**src/rtl/tread_ctrl.sv**
```systemverilog
// tread_ctrl: maps d-pad or mixed analog stick to Battlezone tread Fw/Bk bits via sigma-delta pulses
module tread_ctrl #(
  parameter int TICK_DIV = 50000,
  parameter int DEADZONE = 16,
  parameter int DEADTIME = 4
) (
  input  logic        clk_50,
  input  logic        reset,
  input  logic [3:0]  joy,
  input  logic [15:0] joya,
  input  logic        analog_en,
  output logic        JoyW_Fw,
  output logic        JoyW_Bk,
  output logic        JoyX_Fw,
  output logic        JoyX_Bk,
  output logic        tick
);
  typedef enum logic [1:0] {IDLE, FWD, REV, DEAD} state_t;
  localparam int CW = $clog2(TICK_DIV + 1);
  localparam int DW = $clog2(DEADTIME + 2);
  localparam logic signed [9:0] DZ = 10'(DEADZONE);
  logic [CW-1:0] tcnt;
  logic [1:0] mode, mode_q, fwq, bkq, fw_q, bk_q;
  logic signed [9:0] ax, ay, yf, w_sum, x_sum;
  logic [9:0] w_mix, x_mix;
  logic [3:0] dig;
  logic [1:0][7:0] mag;
  function automatic logic signed [9:0] dz(input logic [7:0] v);
    logic signed [9:0] s;
    s = signed'({{2{v[7]}}, v});
    return (s > -DZ && s < DZ) ? 10'sd0 : s;
  endfunction
  // packs {fw, bk, mag}; a clamped 127 is promoted to full-on 128
  function automatic logic [9:0] mix(input logic signed [9:0] v);
    logic signed [9:0] c;
    logic [9:0] a;
    c = v > 10'sd127 ? 10'sd127 : v < -10'sd127 ? -10'sd127 : v;
    a = c[9] ? 10'(-c) : 10'(c);
    return {c > 10'sd0, c[9], a == 10'd127 ? 8'd128 : a[7:0]};
  endfunction
  assign tick = tcnt == CW'(TICK_DIV - 1);
  assign ax = dz(joya[7:0]);
  assign ay = dz(joya[15:8]);
  assign yf = ay == -10'sd128 ? 10'sd127 : -ay;
  assign w_sum = yf + ax;
  assign x_sum = yf - ax;
  assign w_mix = mix(w_sum);
  assign x_mix = mix(x_sum);
  assign mode = |joy ? 2'd1 : analog_en ? 2'd2 : 2'd0;
  always_comb begin
    case (joy)
      4'b1000: dig = 4'b1010;
      4'b1001: dig = 4'b1000;
      4'b0001: dig = 4'b1001;
      4'b0101: dig = 4'b0100;
      4'b0100: dig = 4'b0101;
      4'b0110: dig = 4'b0001;
      4'b0010: dig = 4'b0110;
      4'b1010: dig = 4'b0010;
      default: dig = 4'b0000;
    endcase
    fwq = mode == 2'd1 ? {dig[1], dig[3]} : mode == 2'd2 ? {x_mix[9], w_mix[9]} : 2'b00;
    bkq = mode == 2'd1 ? {dig[0], dig[2]} : mode == 2'd2 ? {x_mix[8], w_mix[8]} : 2'b00;
    mag[0] = mode == 2'd1 ? (|dig[3:2] ? 8'd128 : 8'd0) : mode == 2'd2 ? w_mix[7:0] : 8'd0;
    mag[1] = mode == 2'd1 ? (|dig[1:0] ? 8'd128 : 8'd0) : mode == 2'd2 ? x_mix[7:0] : 8'd0;
  end
  always_ff @(posedge clk_50) begin
    if (reset) begin
      tcnt <= '0;
      mode_q <= 2'd0;
    end else begin
      tcnt <= tick ? '0 : tcnt + 1'b1;
      if (tick) mode_q <= mode;
    end
  end
  for (genvar t = 0; t < 2; t++) begin : g_tread
    state_t st, st_n;
    logic [7:0] acc, acc_n, base, s, zcnt, zcnt_n;
    logic [DW-1:0] dcnt, dcnt_n;
    logic act, fw, bk;
    always_comb begin
      base = mode != mode_q ? 8'd0 : acc;
      s = base + mag[t];
      act = mag[t] == 8'd128 || (mag[t] != 8'd0 && s[7]);
      acc_n = mag[t] == 8'd0 ? 8'd0 : mag[t] == 8'd128 ? base : {1'b0, s[6:0]};
      case (st)
        IDLE:    st_n = fwq[t] ? FWD : bkq[t] ? REV : IDLE;
        FWD:     st_n = bkq[t] ? DEAD : (!fwq[t] && zcnt == 8'd128) ? IDLE : FWD;
        REV:     st_n = fwq[t] ? DEAD : (!bkq[t] && zcnt == 8'd128) ? IDLE : REV;
        default: st_n = dcnt <= DW'(1) ? (fwq[t] ? FWD : bkq[t] ? REV : IDLE) : DEAD;
      endcase
      zcnt_n = ((st_n == FWD || st_n == REV) && mag[t] == 8'd0) ? zcnt + 8'd1 : 8'd0;
      dcnt_n = st_n != DEAD ? '0 : st == DEAD ? dcnt - 1'b1 : DW'(DEADTIME);
    end
    always_ff @(posedge clk_50) begin
      if (reset) begin
        st <= IDLE;
        acc <= '0;
        zcnt <= '0;
        dcnt <= '0;
        fw <= 1'b0;
        bk <= 1'b0;
      end else if (tick) begin
        st <= st_n;
        acc <= acc_n;
        zcnt <= zcnt_n;
        dcnt <= dcnt_n;
        fw <= st_n == FWD && act;
        bk <= st_n == REV && act;
      end
    end
    assign fw_q[t] = fw;
    assign bk_q[t] = bk;
  end
  assign JoyW_Fw = fw_q[0];
  assign JoyW_Bk = bk_q[0];
  assign JoyX_Fw = fw_q[1];
  assign JoyX_Bk = bk_q[1];
endmodule
```
**config.mk**
```make
export PLATFORM = sky130hd
export DESIGN_NAME = tread_ctrl
export DESIGN_NICKNAME = d
export VERILOG_FILES = /design/src/rtl/tread_ctrl.sv
export SDC_FILE = /design/constraint.sdc
export NUM_CORES = 1
export LEC_CHECK = 0
export BUFFER_PORTS_ARGS = -buffer_cell sky130_fd_sc_hd__buf_2
export CORE_UTILIZATION = 60
export DETAILED_ROUTE_END_ITERATION = 7
export PLACE_DENSITY = 0.81
export SLEW_MARGIN = 0
export SYNTH_ARGS = -nofsm -noshare
export SYNTH_HDL_FRONTEND = slang
export SYNTH_SLANG_ARGS = --single-unit
```
**constraint.sdc**
```tcl
create_clock -name clk_50 -period 22.3 [get_ports clk_50]
set_input_delay 4.46 -clock clk_50 [delete_from_list [all_inputs] [get_ports clk_50]]
set_output_delay 4.46 -clock clk_50 [all_outputs]
set_load 0.1 [all_outputs]
```
-- Yosys cells after proc, flatten, opt, wreduce, memory -nomap -nowiden
Memories as Yosys holds them, arrays and structs flattened.
Cells that the tools add are included.
- memories kept: 1
- register bits after elaboration: 64
- bits in read-only memories: 64
- output and inout port bits: 5
- input bits: 23
- reduce and logical (&&, ||, !) cells: 32
- add/sub/neg operators: 12
- magnitude comparators: 12
- multiplexer cells: 51
- eq/ne operators: 23
- memory list (name ; depth ; bits a word ; read ports ; clocked after memory_dff ; write ports ; line ; text):
    (name not given) ; 16 ; 4 ; 1 ; 0 ; 0 ; 51 ; case (joy)
- operators with widths (cell ; count):
    2-to-1 mux 8 bit ; 16
    2-to-1 mux 10 bit ; 9
    2-to-1 mux 2 bit ; 18
    equality test 8 bit, second input constant ; 4
    negator 10 bit ; 3
    equality test 10 x 7 -> 1 bit, second input constant ; 2
    > comparator 10 x 1 -> 1 bit, second input constant ; 2
    > comparator 10 x 8 -> 1 bit, second input constant ; 2
    less-than comparator 10 x 8 -> 1 bit, second input constant ; 2
    adder 16 x 1 -> 16 bit, second input constant ; 1
    adder 8 x 1 -> 8 bit, second input constant ; 2
    adder 8 bit ; 2
    equality test 16 bit, second input constant ; 1
    > comparator 8 x 5 -> 1 bit, second input constant ; 2
    logical NOT 8 bit ; 2
    less-than comparator 8 x 6 -> 1 bit, second input constant ; 2
    nonzero test 8 bit ; 2
    equality test 2 bit, second input constant ; 7
    logical AND 1 bit ; 14
    2-to-1 mux 3 bit ; 4
    case mux 2 bit (3 select lines) ; 2
    adder 10 bit ; 1
    equality test 10 x 8 -> 1 bit, second input constant ; 1
    equality test 2 x 1 -> 1 bit, second input constant ; 5
    other kinds (11) ; 24

-- Longest topological paths before layout
- word-level depth: 21
- mapped depth: 39
- gate-level depth less buffers: 37

-- Worst setup path after synthesis
Ideal clock, no wire load.
- path type: input to register
- from: in joya[8]
- to: reg g_tread[1].bk, in the netlist JoyX_Bk
- setup slack: 10.191 ns
- arrival time: 11.988 ns
- data required time: 22.179 ns
- setup time: 0.121 ns
- cell stages on the path: 36
- path through: or4_1 -> clkbuf_1 -> nand4_1 -> inv_1 -> a21oi_1 -> nand2_1 -> ha_1 -> and2_1 -> nand3_1 -> nand2b_1 -> ha_1 -> nor2b_1 -> o211ai_1 -> a311oi_2 -> o22a_1 -> xor2_1 -> o2111ai_1 -> ha_1 -> clkbuf_1 -> nor2_1 -> a31o_1 -> a311oi_1 -> a211oi_4 -> a311o_4 -> buf_6 -> a21oi_1 -> ha_1 -> a21o_1 -> a21oi_1 -> o211ai_1 -> and4_1 -> a211oi_1 -> o211ai_1 -> a31oi_1 -> mux2i_1 -> o21ai_1
- cells in the longest elaborated chain, start to end: 19
- ends and longest elaborated chain (what ; line ; text):
    start: declaration ; 10 ; input logic [15:0] joya,
    > comparator 8 x 5 -> 1 bit / less-than comparator 8 x 6 -> 1 bit (equally long branches) ; 31 ; return (s > -DZ && s < DZ) ? 10'sd0 : s;
    logical AND 1 bit ; 31 ;
    2-to-1 mux 10 bit * ; 31 ;
    negator 10 bit / equality test 10 x 8 -> 1 bit (equally long branches) ; 44 ; assign yf = ay == -10'sd128 ? 10'sd127 : -ay;
    2-to-1 mux 10 bit * ; 44 ;
    subtractor 10 bit * ; 46 ; assign x_sum = yf - ax;
    less-than comparator 10 x 8 -> 1 bit ; 37 ; c = v > 10'sd127 ? 10'sd127 : v < -10'sd127 ? -10'sd127 : v;
    2-to-1 mux 10 bit ; 37 ;
    [... 3 more ...] ; - ;
    equality test 10 x 7 -> 1 bit / 2-to-1 mux 2 bit (equally long branches) ; 39, 62 ;
    2-to-1 mux 8 bit / logical NOT 1 bit (equally long branches) ; 39, 88 ;
    2-to-1 mux 8 bit / logical AND 1 bit (equally long branches) ; 65, 88 ;
    2-to-1 mux 8 bit / 2-to-1 mux 1 bit (equally long branches) ; 65, 88 ;
    adder 8 bit (tied with other cells) ; 83 ; s = base + mag[t];
    logical AND 1 bit / case mux 2 bit (3 select lines) (equally long branches) ; 84, 86 ;
    logical OR 1 bit / equality test 2 bit (equally long branches) ; 84, 109 ;
    logical AND 1 bit * ; 109 ; bk <= st_n == REV && act;
    end signal: assignment ; 109 ;
    end: declaration ; 80 ; logic act, fw, bk;
Mark *: on every way between the ends. The rest lies on a longest branch, timed or not.
A chain may end at the register's enable or synchronous reset.

-- Final worst setup path
- from: in joya[8]
- to: reg g_tread[0].bk, in the netlist JoyW_Bk
- cells in the longest elaborated chain, start to end: 19
- ends and longest elaborated chain (what ; line ; text):
    > comparator 8 x 5 -> 1 bit / less-than comparator 8 x 6 -> 1 bit (equally long branches) ; 31 ;
    logical AND 1 bit ; 31 ;
    2-to-1 mux 10 bit * ; 31 ;
    negator 10 bit / equality test 10 x 8 -> 1 bit (equally long branches) ; 44 ;
    2-to-1 mux 10 bit * ; 44 ;
    adder 10 bit * ; 45 ; assign w_sum = yf + ax;
    less-than comparator 10 x 8 -> 1 bit ; 37 ;
    2-to-1 mux 10 bit ; 37 ;
    [... 3 more ...] ; - ;
    equality test 10 x 7 -> 1 bit / 2-to-1 mux 2 bit (equally long branches) ; 39, 62 ;
    2-to-1 mux 8 bit / logical NOT 1 bit (equally long branches) ; 39, 88 ;
    2-to-1 mux 8 bit / logical AND 1 bit (equally long branches) ; 64, 88 ;
    2-to-1 mux 8 bit / 2-to-1 mux 1 bit (equally long branches) ; 64, 88 ;
    adder 8 bit (tied with other cells) ; 83 ;
    logical AND 1 bit / case mux 2 bit (3 select lines) (equally long branches) ; 84, 86 ;
    logical OR 1 bit / equality test 2 bit (equally long branches) ; 84, 109 ;
    logical AND 1 bit * ; 109 ;
    end signal: assignment ; 109 ;
    end: declaration ; 80 ;
Marks and branches as above.

==> flow_summary.ini <==
[worst_setup_path]
required_ns = 22.54
path_buf_inv = 3
max_stage_delay_ns = 0.63
critical_path.startpoint_type = input port
cp.arrival_ns = 13.40
cpMostUsedCell = a21oi_1
critPathKind = input port to flop
crit_fanout = 15
critPathTopFamily = compound AO/OA/AOI/OAI gates
cpMaxStageDelayCell = or4_1
end_kind = flop

[synthesis]
yosys.area.top_type_share_pct = 20.2
synth.top_cells.by_count = nor2_1, nand2_1, dfxtp_1
ys_async_sr_fraction_pct = 0
yosysSeqAreaShare_pct = 20.2
avgSynthCellArea_um2 = 7.68
postSynthCellCount = 827
synth_edf_count = 0
yosys-top-cells-area = dfxtp_1, ha_1, nor2_1
synth_most_common_cell = nor2_1
ys.flop_type = dfxtp_1
synth-seq-cells = 64
yosysWarnings = 0
post-synth-top-area-cell = dfxtp_1
netlist_area_mm2 = 0.00635
synth_fp_nets = 904
yosysUniqueCellTypes = 91

[sta]
fin_crit_ns = 13.15
fin_setup_tns_ns = 0
finalSetupViolCount = 0
worst_slack_ns = 9.15
hold_violations = 0
rsz0062_at_grt = no
worst_pin_slew_ns = 0.933
finClkSkew_ns = 0.00911
slew_violations = 0
min_period_over_period_pct = 59.0
relSlewSlack_pct = 37.6
fmax_ghz = 0.0760

[clock_network]
clkLatencyLatePin_ns = 0.35
cts_tree = done
cts_resized = 0
root_buffer = clkbuf_8
cts.sinks = 64
cts.htree.levels = 3
cts_made_buffers = 9
cts_buffer_depth = 2
hold_buffers = 0
clk_pin_slew_ns = 0.06
cts_setup_buffers = 0

[die]
fp.coreArea_mm2 = 0.0103
die_h_um = 105
die_w_um = 105
die-area_mm2 = 0.0110
pin_count = 28
start_util_pct = 61.8
rows = 37

[place]
portBuffers = 27
dp_slack_ns = 8.91
globalplace.congestion = 0.923
dp_hpwl_mm = 11.7

[pwr]
switchingPower_mw = 0.173
intPower_mw = 0.245
p_leak_nw = 2.72
pwr-share-comb_pct = 47.8
finalPower_mw = 0.417
power_frac_clock_pct = 24.2
p_sw_share_pct = 41.4
seq_power_share_pct = 28.0
p_per_area_mw_per_mm2 = 62.3
irDropWorstVdd_uv = 48.3

[detailed_routing]
vias_per_cell = 6.36
route.detailed.drc = 0
drtPass1Iterations = 5
routedWlPerCell_um = 15.7
route.vias.total = 6164
first_iter_violations = 478
drt_wl_total_mm = 15.2
ant_nets = 0

[hold_path]
hold_path_class = flop to flop

[layout]
multi_input_area_mm2 = 0.00475
final_layout_size_suffix_gt1_share_pct = 9.98
seqCellArea_mm2 = 0.00128
final_util_pct = 65.2
fill_cells = 871
nets = 904
syn_to_final_growth_pct = 5.49

[outcome]
status = complete, no violations

[global_routing]
antenna_found_initial = 1
grt_pass1_wl_mm = 26.4
grt-ovfl-total = 0
grt_usage_pct = 28.7
grt_start_max_net_pins = 26
grt_pass1_vias = 5916

[flow_run]
maxCapViolations = 0
-- flip-flops by register name, summed over array words and instances, names as in the netlist, 2 cells and up --
name	count
g_tread.dcnt	6
mode_q	2
g_tread.st	4
tcnt	16
g_tread.zcnt	16
g_tread.acc	16
-- worst register-to-register path, cell delays in order, from the launching register on --
cell and delay [ns]:
dfxtp_1 0.33, nor2_1 0.10, mux2i_1 0.08, o22ai_1 0.62, and2_1 0.29, ha_1 0.25, a21o_1 0.15, a21oi_1 0.26
o211ai_1 0.17, and4_1 0.21, a211oi_1 0.22, o211ai_1 0.12, a31oi_1 0.21, mux2i_1 0.26, o21ai_1 0.10
-- cell families (layout without fill, tap and decap cells) --
logic type               after synthesis  after routing  synth area share [%]
buffers and inverters                 80             85                  5.14
AO/OA/AOI/OAI                        236            236                  27.5
XOR/XNOR                              49             49                  7.11
flip-flops                            64             64                  20.2
AND/OR/NAND/NOR                      332            332                  27.1
other                                  0              1                     0
multiplexers                          12             12                  1.95
adder cells (fa/ha/maj)               54             54                  11.1
-- power by group through the flow --
stage	logic, mW	registers, mW	clock network [mW]
2_1_floorplan	0.160	0.119	0
3_3_place_gp	0.190	0.119	0
3_5_place_dp	0.194	0.119	0
4_1_cts	0.196	0.117	0.104
5_1_grt	0.220	0.117	0.108
6_report	0.200	0.117	0.101
-- path summary, 6_finish.rpt --
path                          start                end  slack (ns)  cells past startpoint
setup reg to reg          mode_q[0]            JoyX_Bk       18.81                     14
hold reg to reg   g_tread[0].acc[3]  g_tread[0].acc[3]        0.45                      1
setup / recovery            joya[8]            JoyW_Bk        9.15                     35
hold / removal    g_tread[0].acc[3]  g_tread[0].acc[3]        0.45                      1
-- area by class of cell --
cell class	count	share of cell area [%]
Multi-Input combinational cell	683	70.8
Sequential cell	64	19.1
Tap cell	136	2.54
Clock buffer	13	2.37
Timing Repair Buffer	30	2.35
Inverter	39	2.18
Clock inverter	3	0.597
Antenna cell	1	0.0373
-- through the flow --
step | cells | hold slack (ns) | cell area [um2]
2_1_floorplan | 827 | 0.418 | 6350
3_3_place_gp | 952 | 0.425 | 6500
3_5_place_dp | 952 | 0.444 | 6500
4_1_cts | 968 | 0.456 | 6700
5_1_grt | 969 | 0.478 | 6700
6_report | 969 | 0.453 | 6700
-- metal layers --
| layer | wire length, um | GRT usage, % | vias up | share of wire (%) |
|---|---|---|---|---|
| met3 | 750 | 4.68 | 37 | 4.9 |
| li1 | - | - | 3021 | - |
| met5 | 0 | 0 | - | 0 |
| met2 | 7230 | 49.1 | 188 | 48 |
| met1 | 6880 | 36.0 | 2918 | 45 |
| met4 | 329 | 11.0 | 0 | 2.2 |
-- layout by cell type (no fill, tap or decap), types with 13 or more instances in the layout --
cell,count
a21o_1,17
a21oi_1,53
and2_1,29
buf_2,27
dfxtp_1,64
ha_1,50
inv_1,36
nand2_1,69
nand3_1,21
nand4_1,16
nor2_1,83
nor2b_1,13
nor3_1,31
o21ai_0,33
xnor2_1,24
xor2_1,22
(Power assumes the default switching activity.)
